### src/rtl/dift_trap_ctrl.sv
`default_nettype none
// ============================================================================
// Module   : dift_trap_ctrl
// Purpose  : Sequences DIFT tag-check trap pulses into a held exception
//            request with ack/flush handshake. Captures first-violation
//            status, blanks wrong-path checks for one cycle after a taken
//            trap, and optionally keeps saturating per-class counters.
// Options  : DIFT_TRAP_COUNTERS_EN builds the five violation counters;
//            without it cnt_data_o reads 0.
// Revision : 1.0 - initial release
// ============================================================================
module dift_trap_ctrl #(
  parameter int CNT_W = 16,
  parameter int PC_W  = 32
) (
  input  logic            clk,
  input  logic            rst_n,
  input  logic            trap_i,
  input  logic [2:0]      trap_type_i,
  input  logic [PC_W-1:0] trap_pc_i,
  input  logic [4:0]      trap_mask_i,
  input  logic            exc_ack_i,
  input  logic            flush_i,
  input  logic            clear_i,
  output logic            exc_req_o,
  output logic [2:0]      exc_type_o,
  output logic [PC_W-1:0] exc_pc_o,
  output logic            busy_o,
  output logic            status_valid_o,
  output logic [2:0]      status_type_o,
  output logic [PC_W-1:0] status_pc_o,
  output logic            overflow_o,
  input  logic [2:0]      cnt_sel_i,
  output logic [CNT_W-1:0] cnt_data_o
);

  typedef enum logic [1:0] {
    S_IDLE  = 2'd0,
    S_REQ   = 2'd1,
    S_BLANK = 2'd2
  } state_t;

  state_t          state_q, state_d;
  logic            accept;
  logic [2:0]      exc_type_q;
  logic [PC_W-1:0] exc_pc_q;
  logic            status_valid_q;
  logic [2:0]      status_type_q;
  logic [PC_W-1:0] status_pc_q;
  logic            overflow_q;

  // Classes 5..7 are not real trap classes and never reach the mask lookup.
  logic trap_valid;
  logic trap_raise;
  assign trap_valid = trap_i && (trap_type_i <= 3'd4);
  assign trap_raise = trap_valid && trap_mask_i[trap_type_i];

  // State register; async reset drops any pending request immediately.
  always_ff @(posedge clk or negedge rst_n) begin
    if (!rst_n) state_q <= S_IDLE;
    else        state_q <= state_d;
  end

  // Next state; ack takes precedence over flush while requesting.
  always_comb begin
    state_d = state_q;
    accept  = 1'b0;
    case (state_q)
      S_IDLE: begin
        if (trap_raise) begin
          state_d = S_REQ;
          accept  = 1'b1;
        end
      end
      S_REQ: begin
        if (exc_ack_i)    state_d = S_BLANK;
        else if (flush_i) state_d = S_IDLE;
      end
      S_BLANK: state_d = S_IDLE;
      default: state_d = S_IDLE;
    endcase
  end

  // Exception fields latch only on acceptance so they stay stable in REQ.
  always_ff @(posedge clk or negedge rst_n) begin
    if (!rst_n) begin
      exc_type_q <= 3'd0;
      exc_pc_q   <= '0;
    end else if (accept) begin
      exc_type_q <= trap_type_i;
      exc_pc_q   <= trap_pc_i;
    end
  end

  // First-violation status and drop flag; a software clear beats any update.
  always_ff @(posedge clk or negedge rst_n) begin
    if (!rst_n) begin
      status_valid_q <= 1'b0;
      status_type_q  <= 3'd0;
      status_pc_q    <= '0;
      overflow_q     <= 1'b0;
    end else if (clear_i) begin
      status_valid_q <= 1'b0;
      status_type_q  <= 3'd0;
      status_pc_q    <= '0;
      overflow_q     <= 1'b0;
    end else begin
      if (accept && !status_valid_q) begin
        status_valid_q <= 1'b1;
        status_type_q  <= trap_type_i;
        status_pc_q    <= trap_pc_i;
      end
      if ((state_q == S_REQ) && trap_raise) overflow_q <= 1'b1;
    end
  end

  assign exc_req_o      = (state_q == S_REQ);
  assign exc_type_o     = exc_type_q;
  assign exc_pc_o       = exc_pc_q;
  assign busy_o         = (state_q != S_IDLE);
  assign status_valid_o = status_valid_q;
  assign status_type_o  = status_type_q;
  assign status_pc_o    = status_pc_q;
  assign overflow_o     = overflow_q;

`ifdef DIFT_TRAP_COUNTERS_EN
  logic [CNT_W-1:0] cnt_q [5];

  generate
    for (genvar gi = 0; gi < 5; gi++) begin : g_cnt
      // Counts every valid trap of this class outside BLANK, saturating.
      always_ff @(posedge clk or negedge rst_n) begin
        if (!rst_n)
          cnt_q[gi] <= '0;
        else if (clear_i)
          cnt_q[gi] <= '0;
        else if (trap_valid && (trap_type_i == 3'(gi)) &&
                 (state_q != S_BLANK) && (cnt_q[gi] != {CNT_W{1'b1}}))
          cnt_q[gi] <= cnt_q[gi] + 1'b1;
      end
    end
  endgenerate

  // Counter read mux; unused selects read zero.
  always_comb begin
    cnt_data_o = '0;
    case (cnt_sel_i)
      3'd0:    cnt_data_o = cnt_q[0];
      3'd1:    cnt_data_o = cnt_q[1];
      3'd2:    cnt_data_o = cnt_q[2];
      3'd3:    cnt_data_o = cnt_q[3];
      3'd4:    cnt_data_o = cnt_q[4];
      default: cnt_data_o = '0;
    endcase
  end
`else
  logic unused_cnt_sel;
  assign unused_cnt_sel = ^cnt_sel_i;
  assign cnt_data_o     = '0;
`endif

endmodule
`default_nettype wire

### config.mk
export PLATFORM = sky130hd
export DESIGN_NAME = dift_trap_ctrl
export DESIGN_NICKNAME = d
export VERILOG_FILES = /design/src/rtl/dift_trap_ctrl.sv
export SDC_FILE = /design/constraint.sdc
export NUM_CORES = 1
export LEC_CHECK = 0
export ABC_AREA = 1
export BUFFER_PORTS_ARGS = -buffer_cell sky130_fd_sc_hd__buf_2
export CORE_MARGIN = 1
export CORE_UTILIZATION = 43
export CTS_CLUSTER_DIAMETER = 100
export CTS_CLUSTER_SIZE = 10
export DETAILED_ROUTE_END_ITERATION = 16
export GPL_TIMING_DRIVEN = 0
export PLACE_DENSITY = 0.76
export SLEW_MARGIN = 20
export SYNTH_ARGS = -nofsm -noshare
export SYNTH_HDL_FRONTEND = slang
export SYNTH_SLANG_ARGS = --single-unit
### constraint.sdc
create_clock -name clk -period 1.2 [get_ports clk]
set_input_delay 0.12 -clock clk [delete_from_list [all_inputs] [get_ports clk]]
set_output_delay 0.12 -clock clk [all_outputs]
set_load 0.01 [all_outputs]
* After elaboration in Yosys (flattened, before gate mapping) *
Cells that the tools add are included.

word-level totals
  output and inout port bits = 90
  input bits = 49
  memory bits (writable) = 0
  memories = 0
  latch bits = 0
  ROM bits = 0
  bits in registers = 74

operators by class
  shift-type cells = 0
  bitwise gates (word level) = 0
  order comparisons = 2
  divide/modulo/power cells = 0
  add/subtract/negate cells = 0
  reduce and logical (&&, ||, !) cells = 10
  multipliers = 0
  multiplexer cells = 16
  eq/ne operators = 3

operators by type and width
  kind                                                  number
  2-to-1 mux 32 bit                                     2
  2-to-1 mux 1 bit                                      7
  2-to-1 mux 2 bit                                      3
  2-to-1 mux 3 bit                                      2
  nonzero test 2 bit                                    3
  logical AND 1 bit                                     4
  < comparator 3 x 4 -> 1 bit (second input constant)   1
  one-hot mux 2 bit (2 select lines)                    1
  binary-select mux 1 bit (select 3 bit)                1
  <= comparator 3 bit (second input constant)           1
  != test 3 bit (second input constant)                 1
  equality test 2 x 1 -> 1 bit (second input constant)  1
  zero test 2 bit                                       1
  != test 2 bit (second input constant)                 1
  AND reduction 2 bit                                   1
  zero test 1 bit                                       1

* Logic depth before layout (Yosys ltp) *
Gate-level depths: netlist (run 1).

  word-level depth = 8
  depth in mapped cells = 9
  depth with buffers taken out = 8

* Worst setup path before layout (run 1) *
No wires, ideal clock.

  path kind = flip-flop to flip-flop
  from = register state_q[1]
  to = register exc_pc_q[14] (netlist: exc_pc_o[14])
  period minus slack after synthesis = 1.291 ns
  path slack = -0.091 ns
  required time = 1.069 ns
  arrival = 1.159 ns
  buffers on the path = 1
  cell stages (with the launch flop) = 6
  path through = dfrtp_1 > nor2_1 > nand3_2 > clkbuf_1 > nand2_1 > o21ai_0

between the ends
  cells in the longest elaborated chain, start to end = 2

ends and longest elaborated chain
  what                      RTL line  text
  start: declaration        43        state_t state_q, state_d;
  start signal: assignment  61        else state_q <= state_d;
  zero test 2 bit           68        case (state_q)
  2-to-1 mux 1 bit          68
  end signal: assignment    91        exc_pc_q <= trap_pc_i;
  end: declaration          46        logic [PC_W-1:0] exc_pc_q;

Every way passes these cells.
A chain may end at the register's enable or synchronous reset.

* Worst setup path in the final report (run 1) *
  from = register state_q[1]
  to = register status_pc_q[13] (netlist: status_pc_o[13])

between the ends
  cells in the longest elaborated chain, start to end = 4

ends and longest elaborated chain
  what                                 RTL line  text
  zero test 2 bit                      68
  2-to-1 mux 1 bit                     68
  logical AND 1 bit                    108       if (accept && !status_valid_q) begin
  nonzero test 2 bit (no source line)  -
  end signal: assignment               111       status_pc_q <= trap_pc_i;
  end: declaration                     49        logic [PC_W-1:0] status_pc_q;

Every way passes these cells.

==> results of run 1 <==
synth_stat cells:
cell type	instances	share of area, %
buf_1	4	0.46
buf_2	1	0.15
nand3_2	3	0.92
o21ai_0	33	5.1
nand2_4	1	0.35
nand2_1	109	13
nand3_1	38	5.8
dfrtp_1	74	57
conb_1	1	0.12
clkbuf_1	12	1.4
nor2_1	38	4.4
a21oi_1	2	0.31
inv_1	44	5.1
o31ai_1	1	0.23
a21oi_4	1	0.50
nand4_4	1	0.65
o21ai_1	2	0.31
buf_4	19	4.4
inv_2	3	0.35
sequential cells by signal, summed over array words and instances (netlist names):
name / flops
exc_pc_o: 32
status_pc_o: 32
exc_type_o: 3
status_type_o: 3
state_q: 2
overflow_o: 1
status_valid_o: 1
area by class of cell:
cell class	count	area [µm²]	share of cell area, %
plain buffers	36	325	6.68
inverters	47	176	3.62
multi-input cells	247	1290	26.5
well taps	99	124	2.54
repair buffers	138	850	17.5
flip-flops and latches	74	1850	38.0
clock buffers	12	155	3.19
clock inverters	4	97.6	2.01
cells in the final DEF (no fill, tap or decap), drive strengths merged:
cell type    count
buf            161
nand2          111
dfrtp           74
inv             47
nand3           42
nor2            38
o21ai           35
clkbuf          22
conb            16
bufinv           3
dlygate4sd3      3
a21oi            3
nand4            1
o31ai            1
clkinvlp         1
worst max path at each step:
stage | cells after the start | slack, ns | end
5_1_grt | 6 | -0.24 | status_pc_o[13]
6_report | 6 | -0.18 | status_pc_o[13]
2_1_floorplan | 5 | -0.01 | status_pc_o[10]
3_5_place_dp | 8 | -0.33 | exc_pc_o[7]
3_3_place_gp | 1 | -0.43 | exc_pc_o[15]
4_1_cts | 6 | -0.08 | status_pc_o[27]
through the flow:
step	instance area, µm²	total power [mW]	setup TNS [ns]	utilization [%]	hold WS [ns]
2_1_floorplan	3310	4.00	-0.340	-	-0.176
3_3_place_gp	4030	4.69	-46.74	55.3	0.299
3_5_place_dp	4060	4.75	-18.42	55.6	0.114
4_1_cts	4580	7.31	-3.60	62.8	0.0283
5_1_grt	4870	7.90	-14.03	66.7	0.0224
6_report	4870	7.53	-9.53	66.7	0.0320
per-layer routing:
layer | vias up | part of all wire [%] | wire, µm | track usage (%)
met4 | 0 | 1.3 | 116 | 6.06
met1 | 1474 | 43 | 3930 | 27.2
li1 | 1506 | - | - | -
met5 | - | 0 | 0 | 0
met3 | 10 | 5.8 | 531 | 5.91
met2 | 102 | 50 | 4520 | 38.4
repair_timing:
item,CTS,global route
gates resized for setup,54,81
endpoints found under the setup margin,70,74
pin swaps,5,4
hold buffers,3,0
endpoints found under the hold margin,38,0
setup buffers,5,2
gates cloned,6,4
power by group:
part	switching [mW]	internal, mW
logic	1.06	0.884
clock network	0.902	1.50
registers	0.271	2.92
total	2.24	5.30
worst reg2reg max path: stages, from the launching register on:
cell and delay (ns):
dfrtp_1 0.42, nor2_4 0.19, nand4_4 0.16, buf_12 0.19, clkbuf_8 0.16, nand3_1 0.08, nand2_2 0.06
kinds of logic (layout without fill, tap and decap cells):
| kind of cell | Yosys count | after routing | share of synthesized area (%) |
|---|---|---|---|
| DFF | 74 | 74 | 56.9 |
| and+or+nand+nor | 190 | 192 | 24.7 |
| buffers and inverters | 83 | 237 | 11.8 |
| AOI/OAI and AO/OA | 39 | 39 | 6.42 |
| other | 1 | 16 | 0.115 |
==> impl_metrics.csv, run 1 <==
group,metric,value,unit
power_and_ir_drop,leakage,2.77,nW
global_routing,grt_pass1_vias,2752,
global_routing,grt_pass1_wl,13.1,mm
global_routing,grt_usage,22.1,%
worst_setup_path,cpMaxStageDelayCell,"dfrtp_1",
drt,via_count,3092,
global_routing,overflow,0,
die,die-height,89.0,µm
die,io_pins,139,
timing,fmax,0.726,GHz
placed_design,numPortBuffers,119,
drt,drt-total-wl,9.09,mm
clocking,cts_tree,"yes",
power_and_ir_drop,vdd_drop_max,833,µV
drt,ant_nets,0,
synthesis,syn_area_per_cell,8.41,µm²
clocking,cts_root_buffer,"clkbuf_8",
drt,wl_per_cell,13.8,µm
final_layout,syn2layout_area_growth,49.6,%
timing,tightest_slew,0.558,ns
clocking,clk_pin_slew_worst_paths,0.08,ns
global_routing,antenna_found_initial,0,
worst_setup_path,reg2regPathDepth,6,
final_layout,antenna_cells,0,
final_layout,fillCellCount,659,
worst_setup_path,crit_type,"reg2reg",
worst_setup_path,crit_family,"simple AND/OR/NAND/NOR gates",
die,rows,31,
timing,hold_viol_final,0,
worst_hold_path,worstHoldEndpoint,"exc_pc_o[26]",
timing,finalSetupViolCount,73,
drt,drtIter0Drc,107,
worst_setup_path,cp.required,1.43,ns
worst_hold_path,whs_path_depth,3,
placed_design,dp.cells,621,
worst_setup_path,rr_endpoint,"status_pc_o[13]",
timing,rsz0062_at_grt,"yes",
final_layout,drive_gt1_share,44.1,%
timing,max_slew_margin,62.8,%
die,die_width,89.0,µm
power_and_ir_drop,power.density,1550,mW/mm²
synthesis,yosysSeqAreaShare,56.9,%
worst_setup_path,arrival,1.60,ns
synthesis,ys_warn_count,0,
worst_setup_path,crit_chain,"nor2_4 -> nand4_4 -> buf_12 -> clkbuf_8 -> nand3_1 -> nand2_2",
die,start_util,44.6,%
final_layout,finalNetCount,602,
synthesis,synth_cell_types,19,
worst_hold_path,min_from,"trap_pc_i[26]",
clocking,cts_htree_levels,3,
clocking,clock_latency,0.34,ns
timing,fin_crit,1.38,ns
worst_setup_path,crit_fanout,5,
die,core,0.00729,mm²
timing,fin_crit_sh,115,%
worst_setup_path,reg2reg_from,"state_q[1]",
worst_setup_path,path_buf_inv,2,
run,cap_violations,0,
clocking,numCtsBuffers,9,
synthesis,syn-cell-area,0.00325,mm²
die,dieArea,0.00792,mm²
status,failed_checks,"setup timing",
worst_setup_path,endpoint_kind,"flip-flop",
timing,finClkSkew,0.00932,ns
drt,vias_per_cell,4.71,
worst_setup_path,slowest_delay,0.42,ns
worst_hold_path,hp-class,"in2reg",
drt,drcViolationCount,0,
clocking,cts_sinks,74,
placed_design,gp_congestion,0.752,
global_routing,grt_max_degree,39,
drt,first_pass_iters,4,
clocking,clock_path_buffers,2,
worst_setup_path,critPathLaunch,"state_q[1]",
worst_setup_path,cp-start-kind,"flip-flop",
timing,slew_viol_final,0,
worst_setup_path,r2r_slack,-0.18,ns
placed_design,pre_cts_ws,-0.334,ns
timing,fin_ws,-0.178,ns
status,status,"finished, violations left",
synthesis,ys_seq_elements,74,
final_layout,fin_cells,657,
synthesis,synth_cells,387,
placed_design,hpwl,5.80,mm
No activity file was read; power rests on OpenSTA's default activity.
==> run 2: changes to the inputs <==
PLACE_DENSITY = 0.85   (was 0.76)
==> run 2 against run 1 <==
Against the previous run:
- the run still ends with setup timing left
- non-clock buffer count down 8
- first-iteration DRC count up 4.7%
- highest routed layer unchanged
- via count decreased by 0.61%
- critical path type unchanged
- critical path depth is 1 lower
- count of clock-buffer cells in the layout stayed put
- clock power is 20% lower
- flip-flop and latch count stayed put
- register-to-register slack gained 0.07 ns
==> impl_metrics.csv, run 2 (synthesized netlist as in run 1, its figures left out) <==
group,metric,value,unit
status,status,"finished, violations left",
status,failed_checks,"setup timing",
die,start_util,44.6,%
final_layout,fillCellCount,689,
drt,vias_per_cell,4.75,
power_and_ir_drop,leakage,2.63,nW
clocking,cts_htree_levels,3,
final_layout,fin_util,61.1,%
final_layout,mostFrequentLayoutCell,"buf_2",
worst_setup_path,crit_chain,"nor2_4 -> nand4_4 -> clkbuf_4 -> nand3_1 -> nand2_1",
power_and_ir_drop,vdd_drop_max,616,µV
global_routing,grt_pass1_vias,2869,
worst_setup_path,crit_type,"reg2reg",
worst_setup_path,cp-start-kind,"flip-flop",
drt,wl_per_cell,13.0,µm
final_layout,syn2layout_area_growth,37.0,%
timing,rsz0062_at_grt,"yes",
clocking,cts_root_buffer,"clkbuf_8",
worst_hold_path,hp-class,"in2reg",
timing,finClkSkew,0.00965,ns
final_layout,fin_area,0.00446,mm²
die,die-height,89.0,µm
final_layout,drive_gt1_share,33.9,%
final_layout,mostFrequentLayoutCells,"buf_2, nand2_1, dfrtp_1",
timing,timing.hold.ws,0.0422,ns
global_routing,grt_max_degree,41,
worst_setup_path,cpMaxStageDelayCell,"dfrtp_1",
timing,finalSetupViolCount,72,
worst_setup_path,endpoint_kind,"flip-flop",
clocking,cts_tree,"yes",
drt,first_pass_iters,4,
worst_setup_path,arrival,1.53,ns
power_and_ir_drop,power.density,1520,mW/mm²
final_layout,finalNetCount,592,
drt,drcViolationCount,0,
worst_setup_path,cp.required,1.42,ns
clocking,numCtsBuffers,9,
die,core,0.00729,mm²
placed_design,pre_cts_ws,-0.389,ns
die,die_width,89.0,µm
timing,slew_viol_final,0,
placed_design,numPortBuffers,119,
placed_design,post_dp_cell_area,0.00406,mm²
global_routing,antenna_found_initial,0,
drt,drtIter0Drc,112,
timing,hold_viol_final,0,
global_routing,grt_pass1_wl,13.2,mm
die,rows,31,
clocking,clk_pin_slew_worst_paths,0.08,ns
drt,ant_nets,0,
clocking,clock_path_buffers,2,
timing,fmax,0.763,GHz
final_layout,antenna_cells,0,
drt,via_count,3073,
worst_setup_path,slowest_delay,0.41,ns
timing,fin_ws,-0.111,ns
timing,fin_crit,1.31,ns
clocking,clock_latency,0.33,ns
timing,fin_crit_sh,109,%
clocking,cts_sinks,74,
run,cap_violations,0,
global_routing,grt_usage,21.7,%
placed_design,hpwl,5.94,mm
placed_design,gp_congestion,0.760,
drt,drt-total-wl,8.39,mm
worst_setup_path,crit_fanout,10,
power_and_ir_drop,p_total,6.78,mW
die,io_pins,139,
die,dieArea,0.00792,mm²
global_routing,overflow,0,
-- run 2: cell type report --
cell class	instances	area, µm²	area share [%]
Inverter	47	176	3.96
Multi-Input combinational cell	245	1110	24.8
Buffer	36	300	6.74
Sequential cell	74	1850	41.6
Tap cell	99	124	2.78
Timing Repair Buffer	130	701	15.7
Clock inverter	4	51.3	1.15
Clock buffer	12	145	3.26
-- run 2: repair_timing --
item	CTS	global route
resized for setup	55	2
hold endpoints to repair	36	0
cloned	1	0
hold buffers	3	0
pin swaps	4	2
buffers inserted	5	1
setup endpoints to repair	74	74
-- run 2: power by group --
group	switching [mW]	internal [mW]	total, mW	leakage (nW)
clock network	0.908	1.02	1.93	0.0966
logic	0.965	0.726	1.69	1.59
registers	0.240	2.92	3.16	0.945
total	2.11	4.66	6.78	2.63
-- run 2: metrics by stage --
stage / cells / setup TNS (ns)
4_1_cts: 646 / -5.61
3_3_place_gp: 620 / -46.16
5_1_grt: 647 / -9.40
6_report: 647 / -4.36
3_5_place_dp: 621 / -19.41
2_1_floorplan: 402 / -0.340
-- run 2: final timing paths --
check                         startpoint                to  slack (ns)  cells past startpoint
hold / removal             trap_pc_i[23]      exc_pc_o[23]        0.04                      3
setup reg to reg              state_q[0]   status_pc_o[15]       -0.11                      5
setup / recovery              state_q[0]   status_pc_o[15]       -0.11                      5
hold reg to reg             exc_pc_o[21]      exc_pc_o[21]        0.49                      2
max in group asynchronous          rst_n  status_type_o[2]        0.35                      3
min in group asynchronous          rst_n   status_pc_o[16]        0.28                      2
-- run 2: critical path, delay by kind of cell, from the launching register on --
| kind | cells | cell delay, ns |
|---|---|---|
| buffers and inverters | 1 | 0.25 |
| and+or+nand+nor | 4 | 0.52 |
| DFF | 1 | 0.41 |
-- run 2: per-layer routing --
layer / share of wire [%] / track usage (%) / up-vias
met4: 0.97 / 7.07 / 0
met5: 0 / 0 / -
li1: - / - / 1467
met2: 51 / 38.9 / 126
met1: 41 / 25.8 / 1471
met3: 6.9 / 5.08 / 9
